<file path="src/rtl/alu_ctrl.sv">
// alu_ctrl: three-state (IDLE/EXEC/WB) controller sequencing a 4 x 8 register
// file around an external combinational 8-bit ALU.
// Optional build macro ALU_CTRL_FLAGS_EN adds registered zero/negative flags.

package alu_ctrl_pkg;
  localparam int unsigned DW   = 8;
  localparam int unsigned AW   = 2;
  localparam int unsigned NREG = 4;
  localparam int unsigned IW   = 16;

  localparam logic [1:0] OP_ADD = 2'b00;
  localparam logic [1:0] OP_SUB = 2'b01;
  localparam logic [1:0] OP_MUL = 2'b10;
  localparam logic [1:0] OP_LDI = 2'b11;

  typedef struct packed {
    logic [1:0]    op;
    logic [AW-1:0] rd;
    logic [AW-1:0] rs1;
    logic [AW-1:0] rs2;
    logic [DW-1:0] imm;
  } instr_t;
endpackage

module alu_ctrl
  import alu_ctrl_pkg::*;
(
  input  logic          clk,
  input  logic          rst,
  input  logic          instr_valid,
  output logic          instr_ready,
  input  logic [IW-1:0] instr,
  output logic [DW-1:0] alu_first,
  output logic [DW-1:0] alu_second,
  output logic          alu_mul,
  output logic          alu_sub,
  input  logic [DW-1:0] alu_result,
`ifdef ALU_CTRL_FLAGS_EN
  output logic          flag_z,
  output logic          flag_n,
`endif
  output logic          wb_valid,
  output logic [AW-1:0] wb_addr,
  output logic [DW-1:0] wb_data
);

  localparam logic [1:0] IDLE = 2'd0;
  localparam logic [1:0] EXEC = 2'd1;
  localparam logic [1:0] WB   = 2'd2;

  logic [1:0]    state_q, state_nxt;
  instr_t        instr_q, instr_nxt;
  instr_t        instr_in;
  logic [DW-1:0] res_q, res_nxt;
  logic [DW-1:0] regs_q   [NREG];
  logic [DW-1:0] regs_nxt [NREG];

  logic          ready_nxt;
  logic [DW-1:0] first_nxt, second_nxt;
  logic          mul_nxt, sub_nxt;
  logic          wb_valid_nxt;
  logic [AW-1:0] wb_addr_nxt;
  logic [DW-1:0] wb_data_nxt;
`ifdef ALU_CTRL_FLAGS_EN
  logic          flag_z_nxt, flag_n_nxt;
`endif

  assign instr_in = instr_t'(instr);

  // Next-state and next-output logic; every output is the registered image of
  // what the following state must present.
  always_comb begin
    state_nxt    = state_q;
    instr_nxt    = instr_q;
    res_nxt      = res_q;
    regs_nxt     = regs_q;
    ready_nxt    = 1'b0;
    first_nxt    = '0;
    second_nxt   = '0;
    mul_nxt      = 1'b0;
    sub_nxt      = 1'b0;
    wb_valid_nxt = 1'b0;
    wb_addr_nxt  = '0;
    wb_data_nxt  = '0;
`ifdef ALU_CTRL_FLAGS_EN
    flag_z_nxt   = flag_z;
    flag_n_nxt   = flag_n;
`endif
    case (state_q)
      IDLE: begin
        if (instr_valid) begin
          instr_nxt = instr_in;
          state_nxt = EXEC;
          // Operands come from the register file as it stands at acceptance;
          // it cannot change again before this instruction's own write.
          if (instr_in.op != OP_LDI) begin
            first_nxt  = regs_q[instr_in.rs1];
            second_nxt = regs_q[instr_in.rs2];
            mul_nxt    = (instr_in.op == OP_MUL);
            sub_nxt    = (instr_in.op == OP_SUB);
          end
        end else begin
          ready_nxt = 1'b1;
        end
      end
      EXEC: begin
        res_nxt      = (instr_q.op == OP_LDI) ? instr_q.imm : alu_result;
        state_nxt    = WB;
        wb_valid_nxt = 1'b1;
        wb_addr_nxt  = instr_q.rd;
        wb_data_nxt  = res_nxt;
      end
      WB: begin
        regs_nxt[instr_q.rd] = res_q;
`ifdef ALU_CTRL_FLAGS_EN
        if (instr_q.op != OP_LDI) begin
          flag_z_nxt = (res_q == '0);
          flag_n_nxt = res_q[DW-1];
        end
`endif
        state_nxt = IDLE;
        ready_nxt = 1'b1;
      end
      default: begin
        state_nxt = IDLE;
        ready_nxt = 1'b1;
      end
    endcase
  end

  // State, register file and output registers; synchronous reset aborts any
  // instruction in flight.
  always_ff @(posedge clk) begin
    if (rst) begin
      state_q     <= IDLE;
      instr_q     <= '0;
      res_q       <= '0;
      for (int i = 0; i < NREG; i++) regs_q[i] <= '0;
      instr_ready <= 1'b1;
      alu_first   <= '0;
      alu_second  <= '0;
      alu_mul     <= 1'b0;
      alu_sub     <= 1'b0;
      wb_valid    <= 1'b0;
      wb_addr     <= '0;
      wb_data     <= '0;
`ifdef ALU_CTRL_FLAGS_EN
      flag_z      <= 1'b0;
      flag_n      <= 1'b0;
`endif
    end else begin
      state_q     <= state_nxt;
      instr_q     <= instr_nxt;
      res_q       <= res_nxt;
      for (int i = 0; i < NREG; i++) regs_q[i] <= regs_nxt[i];
      instr_ready <= ready_nxt;
      alu_first   <= first_nxt;
      alu_second  <= second_nxt;
      alu_mul     <= mul_nxt;
      alu_sub     <= sub_nxt;
      wb_valid    <= wb_valid_nxt;
      wb_addr     <= wb_addr_nxt;
      wb_data     <= wb_data_nxt;
`ifdef ALU_CTRL_FLAGS_EN
      flag_z      <= flag_z_nxt;
      flag_n      <= flag_n_nxt;
`endif
    end
  end

endmodule

</file>
<file path="config.mk">
export PLATFORM = sky130hd
export DESIGN_NAME = alu_ctrl
export DESIGN_NICKNAME = d
export VERILOG_FILES = /design/src/rtl/alu_ctrl.sv
export SDC_FILE = /design/constraint.sdc
export NUM_CORES = 1
export LEC_CHECK = 0
export BUFFER_PORTS_ARGS = -buffer_cell sky130_fd_sc_hd__buf_2
export CAP_MARGIN = 20
export CORE_ASPECT_RATIO = 0.5
export CORE_MARGIN = 4
export CORE_UTILIZATION = 60
export CTS_CLUSTER_DIAMETER = 200
export DETAILED_ROUTE_END_ITERATION = 8
export PLACE_DENSITY = 0.86
export SLEW_MARGIN = 0
export SYNTH_ARGS = -nofsm -noshare
export SYNTH_HDL_FRONTEND = slang
export SYNTH_SLANG_ARGS = --single-unit
export TNS_END_PERCENT = 30
</file>
<file path="constraint.sdc">
create_clock -name clk -period 2.76 [get_ports clk]
set_clock_uncertainty 0.1 [all_clocks]
set_input_delay 0.414 -clock clk [delete_from_list [all_inputs] [get_ports clk]]
set_output_delay 0.414 -clock clk [all_outputs]
set_load 0.005 [all_outputs]
</file>
### Word level (Yosys, flattened, before mapping)

Index checks and enable logic that the tools add are counted.
Widths: inputs -> output; s select.

| storage, ports and cells | value |
|---|---|
| bits in registers | 84 |
| output and inout port bits | 30 |
| word-level logic and storage cells | 55 |
| bits of input ports | 27 |

| operators by class | value |
|---|---|
| bitwise logic cells | 7 |
| $lt $le $gt $ge | 4 |
| equal/unequal tests | 7 |
| multiplexer cells | 15 |
| reductions and logical operators | 5 |

Operator list:

| kind | count |
|---|---|
| $mux 8 | 6 |
| $bmux 8 s2 | 2 |
| $bwmux 32 | 1 |
| $demux 8 s2 | 1 |
| $ge 3x3->1 const B | 3 |
| $not 2->3 | 3 |
| $eq 2x2->1 const B | 3 |
| $eq 2x1->1 const B | 2 |
| $ne 2x2->1 const B | 2 |
| $not 1->1 | 4 |
| $pmux 2 s2 | 1 |
| $reduce_or 4->1 | 1 |
| $lt 3x1->1 const B | 1 |
| $logic_not 2->1 | 1 |
| $mux 1 | 2 |
| $mux 2 | 1 |
| $pmux 1 s2 | 1 |
| $reduce_and 2->1 | 1 |
| $reduce_or 2->1 | 1 |
| $logic_and 1x1->1 | 1 |

### Depth between registers and ports, before layout

Gate-level depths: netlist (run 1).

| logic depth | value |
|---|---|
| word-level depth | 6 |
| depth in mapped cells | 6 |
| gate-level depth less buffers | 4 |

### Worst setup path after synthesis (run 1)

No wires, ideal clock.

| timing path | value |
|---|---|
| path type | input port to flip-flop |
| start point | input instr[10] |
| end point | register alu_first[0] |
| stages | 3 |
| data required time | 2.545 ns |
| library setup time | 0.115 ns |
| setup slack | 1.219 ns |
| data arrival time | 1.326 ns |
| path buffers | 1 |
| cell sequence | buf_2 > mux4_2 > and3_1 |

| between the ends | value |
|---|---|
| cells in the longest elaborated chain, start to end | 4 |

Ends and longest elaborated chain:

| item | line | text |
|---|---|---|
| from (decl) | 32 | `input logic [IW-1:0] instr,` |
| $not 2->3 (implied by the code) | 97 | `first_nxt = regs_q[instr_in.rs1];` |
| $bmux 8 s2 | 97 |  |
| $mux 8 (implied by the code) (2 in series) | 97 |  |
| to (signal assigned) | 157 | `alu_first <= first_nxt;` |
| to (decl) | 33 | `output logic [DW-1:0] alu_first,` |

Every way passes these cells. The select of a mux whose other input is x is not followed.
A chain may end at the register's enable or synchronous reset.

### Worst setup path in the final report (run 1)

| timing path | value |
|---|---|
| start point | register instr_q[13] (netlist bit) |
| end point | register regs_q[12] (netlist bit) |

| between the ends | value |
|---|---|
| cells in the longest elaborated chain, start to end | 6 |
| elaborated cells between the ends (all ways) | 7 |
| classes of those cells | 2 x order compare; 3 x mux; 1 x bitwise; 1 x reduce/logical |

Ends and longest elaborated chain:

| item | line | text |
|---|---|---|
| from (decl) | 52 | `instr_t instr_q, instr_nxt;` |
| from (signal assigned) | 153 | `instr_q <= instr_nxt;` |
| $not 2->3 (implied by the code) * | 114 | `regs_nxt[instr_q.rd] = res_q;` |
| $ge 3x3->1 (implied by the code) / $lt 3x1->1 (equally long branches) | 114 |  |
| $logic_and 1x1->1 (implied by the code) | 114 |  |
| $mux 8 (implied by the code) | 114 |  |
| $demux 8 s2 * | 114 |  |
| $bwmux 32 * | 114 |  |
| to (decl) | 55 | `logic [DW-1:0] regs_q [NREG];` |

Every way passes the cells marked *; elsewhere a longest branch is shown, timed or not.

==> results of run 1 <==
[area by class of cell]
cell class | instances | area, µm² | share of cell area
timing repair buffer | 58 | 295 | 0.0749
clock inverter | 5 | 75.1 | 0.0191
inverter | 4 | 15.0 | 0.00381
multi-input combinational | 185 | 1540 | 0.391
sequential | 84 | 1680 | 0.427
clock buffer | 11 | 243 | 0.0616
tap | 73 | 91.3 | 0.0232
[sequential cells by signal, indices dropped and copies added (netlist names)]
name	flops
regs_q	32
instr_q	12
alu_first	8
alu_second	8
res_q	8
wb_data	8
state_q	2
wb_addr	2
alu_mul	1
alu_sub	1
instr_ready	1
wb_valid	1
[layout by cell type (no fill, tap or decap)]
master and n:
inv_2 1, mux2i_1 28, nand3b_1 1, mux4_2 16, nor2_1 29, nor3b_1 2, a21bo_2 8, clkbuf_8 1
dfxtp_1 84, clkinv_2 3, clkbuf_16 9, buf_2 56, a21oi_1 17, a21oi_4 8, nor4b_4 1, a21o_1 8
inv_1 3, nand2_1 33, buf_4 2, nor4bb_4 2, clkbuf_1 1, and4b_1 1, bufinv_16 2, nor3b_4 1
nand3_1 8, or4b_1 1, or3b_1 1, nand4b_1 1, and3_1 18, o21ai_0 1
[metal layers]
| layer | wire length [µm] | up-vias | global-route usage |
|---|---|---|---|
| li1 | - | 1134 | - |
| met1 | 2950 | 1123 | 0.280 |
| met2 | 3550 | 114 | 0.383 |
| met3 | 720 | 12 | 0.0667 |
| met4 | 114 | 0 | 0.0948 |
| met5 | 0 | - | 0 |
[cells by family after synthesis]
group           synth area share
mux                        0.189
simple gates               0.158
compound gates             0.106
buf+inv                   0.0512
flops                      0.495
[cells in the mapped netlist, types with 8 or more instances]
library cell  count
nand2_1          33
a21oi_4           8
buf_2            10
mux4_2           16
nand3_1           8
a21oi_1          17
dfxtp_1          84
mux2i_1          28
and3_1           18
a21o_1            8
a21bo_2           8
nor2_1           29
[where the power goes]
group          switching (W)  leakage (nW)  total [W]  internal [W]
logic              0.0000765         0.847   0.000144     0.0000674
registers          0.0000367         0.681    0.00128       0.00124
clock network       0.000456         0.159    0.00127      0.000812
total               0.000569          1.69    0.00269       0.00212
[final timing paths]
check | startpoint | endpoint | slack, ps | cells after the start
setup reg to reg | instr_q[13] | regs_q[12] | 820 | 3
hold reg to reg | regs_q[28] | regs_q[28] | 370 | 2
hold / removal | instr_valid | instr_ready | 190 | 2
setup / recovery | instr_q[13] | regs_q[12] | 820 | 3
[critical path, delay by kind of cell, from the launching register on]
family | cells | cell delay (ps)
mux | 1 | 310
flops | 1 | 540
simple gates | 2 | 870
[per-stage QoR]
| step | cells | instance area, µm² |
|---|---|---|
| finish | 420 | 3940 |
| global route | 420 | 3940 |
| CTS | 420 | 3940 |
| detailed placement | 404 | 3620 |
| global placement | 404 | 3620 |
| floorplan | 298 | 3390 |
==> flow_summary.yaml, run 1 <==
outcome:
  status: "finished, final reports clean"
timing:
  period_minus_slack_ps: 1940
  holdWs_ps: 189
  setup_tns_ps: 0
  max_slew_margin: 0.476
  fin_ws_ps: 821
  setup_viol: 0
  min_period_over_period: 0.702
  max_freq_mhz: 516
  hold_violations: 0
  slew_violations: 0
  grt_setup_unrepaired: "false"
  worst_pin_slew_ps: 785
cts:
  cts_tree: "yes"
  path_clk_slew_ps: 60
  cts.sinks: 84
  cts.repair.resized: 0
  cts_hold_repair.buffers: 0
  clk-insertion-delay-late_ps: 330
  clockBufferDepth: 2
  cts_max_level: 3
  post_cts_buffers: 0
  cts_buffers: 9
  cts_root_buf: "clkbuf_16"
final_layout:
  n_antenna_cell: 0
  final_util: 0.721
  n_fill_cell: 366
  syn_to_final_growth_pct: 16.1
  drive_above_1_share: 0.317
  final_net_count: 369
yosys:
  synth_top_cell_area_share: 0.495
  synth.area.top_cells: "dfxtp_1, mux4_2, mux2i_1"
  syn_area_per_cell_um2: 11.4
  netlist_area_um2: 3390
  ys.flop_type: "dfxtp_1"
  ys_types: 28
  async_flop_share: 0
  synth-edff-count: 0
  yosysSeqAreaShare: 0.495
  ys_ff_latch: 84
  synth_cells: 298
  syn-num-nets: 325
  yosysTopAreaCell: "dfxtp_1"
  synth_warnings: 0
worst_setup_path:
  critPathLaunchType: "register"
  cp_cell_sequence: "nor4bb_4 > mux2i_1 > nor2_1"
  crit_slowest_cell: "nor4bb_4"
  cp.arrival_ps: 2050
  cp.required_ps: 2870
  crit_fanout: 8
  crit_path_end_kind: "register"
  setup.worst_path.class: "reg -> reg"
  cpPeakStageDelay_ps: 810
routing:
  drcViolationCount: 0
  wirelength_um: 7340
  drt_iter0_drc: 151
  route.detailed.wl_per_inst_um: 17.5
  dr.pass1.iters: 4
  vias: 2383
  vias_per_cell: 5.67
  drt.antenna.violating_nets: 0
global_route:
  grt_pass1_vias: 2369
  grt.overflow.total: 0
  grt_usage: 0.226
  antenna_found_initial: 0
  grt_pass1_wl_um: 11900
  grt_max_degree: 33
power:
  leakagePower_nw: 1.69
  total_power_w: 0.00269
  ir_drop_uv: 378
  powerDensity_nw_per_um2: 682
floorplan:
  die_area_um2: 7000
  row_count: 19
  die_h_um: 61.2
  initial_core_util: 0.621
  fp.dieW_um: 114
  core-area_um2: 5470
  pin_count: 57
placement:
  port_buffers: 56
  dp_hpwl_um: 5020
  gp_congestion: 0.821
  place_ws_ps: 842
job:
  maxCapViolations: 0
hold_path:
  hp-class: "in -> reg"
No activity file was read; power rests on OpenSTA's default activity.
==> run 2, diff against run 1 <==
CORE_UTILIZATION = 50   (was 60)
PLACE_DENSITY = 0.77   (was 0.86)
clock period = 1.6 ns   (was 2.76 ns; I/O delays follow)
==> run 2 against run 1 <==
Total power increased by 75%. Count of clock-buffer cells in the layout decreased by 1. Sequential power increased by 71%. Critical path type unchanged. Highest routed layer unchanged.
==> flow_summary.yaml, run 2 (synthesis gave the netlist of run 1 again) <==
final_layout:
  finalNonFillerCells: 446
  n_antenna_cell: 0
  n_fill_cell: 461
  final_net_count: 381
  layout_common_cells: "dfxtp_1, buf_2, nand2_1"
  mostFrequentLayoutCell: "dfxtp_1"
  fin_area_um2: 4110
  drive_above_1_share: 0.346
  syn_to_final_growth_pct: 20.9
  multi_input_area_um2: 1540
  final-seq-area_um2: 1680
  largest_register: "regs_q"
  top_regs: "regs_q x32, instr_q x12"
  largest_reg_flops: 32
power:
  combPwrFrac: 0.061
  pwr-share-clk: 0.473
  swShare: 0.217
  powerDensity_nw_per_um2: 1150
  power_frac_seq: 0.466
  p_int_w: 0.00368
  ir_drop_uv: 680
  p_switching_w: 0.00102
  leakagePower_nw: 1.76
global_route:
  grt_usage: 0.187
  grt_max_degree: 33
  grt.overflow.total: 0
  antenna_found_initial: 0
  grt_pass1_wl_um: 11900
  grt_pass1_vias: 2412
routing:
  drt.antenna.violating_nets: 0
  route.detailed.wl_per_inst_um: 16.5
  dr.pass1.iters: 4
  vias: 2340
  drt_iter0_drc: 69
  vias_per_cell: 5.25
  drcViolationCount: 0
  wirelength_um: 7380
worst_setup_path:
  crit_fanout: 10
  crit_path_end_kind: "register"
  r2r-start: "state_q[0]"
  setup.worst_path.class: "reg -> reg"
  critPathLaunchType: "register"
  cp.arrival_ps: 1710
  crit_start: "state_q[0]"
  cp.required_ps: 1780
timing:
  grt_setup_unrepaired: "false"
  max_slew_margin: 0.624
  max_freq_mhz: 651
  hold_violations: 0
  setup_tns_ps: 0
  worst_pin_slew_ps: 563
  min_period_over_period: 0.960
  period_minus_slack_ps: 1540
  slew_violations: 0
  setup_viol: 0
cts:
  cts_tree: "yes"
  clockBufferDepth: 2
  cts.sinks: 84
  clk-insertion-delay-late_ps: 330
  cts_max_level: 3
  cts_buffers: 9
  path_clk_slew_ps: 60
  cts_root_buf: "clkbuf_16"
placement:
  dp_cells: 429
  dp_hpwl_um: 5040
  gp_congestion: 0.804
  port_buffers: 56
  place_area_um2: 3750
hold_path:
  hp-class: "in -> reg"
  worstHoldStart: "instr_valid"
floorplan:
  core-area_um2: 6330
  row_count: 20
  initial_core_util: 0.536
  die_area_um2: 8250
  pin_count: 57
  die_h_um: 66.3
  fp.dieW_um: 125
outcome:
  status: "finished, final reports clean"
job:
  maxCapViolations: 0
run 2: changes by cell type in the layout (fill, tap and decap cells not counted), sizes merged:
cell	previous run	this run
dlygate4sd3	0	1
clkbuf	11	10
buf	58	69
run 2: routing by layer:
metal	share of wire	wire length, µm	track usage
met1	0.43	3200	0.217
met2	0.49	3610	0.329
met5	0	0	0
met4	0.014	104	0.0724
met3	0.062	460	0.0613
run 2: layout make-up:
type / instances / share of cell area
Clock buffer: 10 / 0.0582
Tap cell: 88 / 0.0268
Multi-Input combinational cell: 185 / 0.376
Timing Repair Buffer: 70 / 0.104
Clock inverter: 5 / 0.0210
Inverter: 4 / 0.00427
Sequential cell: 84 / 0.410
run 2: per-stage QoR:
step                hold WS (ps)  worst slack [ps]   util  power (W)
global route                17.0              18.5  0.648    0.00484
detailed placement           348             -24.5  0.593    0.00252
global placement             350              45.5  0.593    0.00250
floorplan                    216               188      -    0.00242
finish                      17.2              64.5  0.648    0.00470
CTS                         10.6              22.7  0.646    0.00472
run 2: worst paths after layout:
path	to	slack, ps	depth (start not counted)
setup reg to reg	res_q[4]	60	4
hold reg to reg	regs_q[7]	380	2
setup / recovery	res_q[4]	60	4
hold / removal	instr_ready	20	2
run 2: what timing repair did:
action	CTS	global route
buffers inserted	0	1
hold endpoints to repair	1	0
endpoints found under the setup margin	4	32
hold buffers	1	0
pin swaps	1	1
gates resized for setup	1	3
run 2: critical path, cell delays in order (launching register included):
cell     delay, ps
dfxtp_1        500
or3b_1         390
buf_4          220
a21oi_4        170
a21o_1         100
run 2: power by group through the flow:
stage               Combinational (W)  Clock [W]  Sequential (W)
floorplan                    0.000219          0         0.00220
global placement             0.000273          0         0.00223
CTS                          0.000288    0.00225         0.00219
global route                 0.000313    0.00233         0.00220
detailed placement           0.000283          0         0.00223
finish                       0.000289    0.00223         0.00219
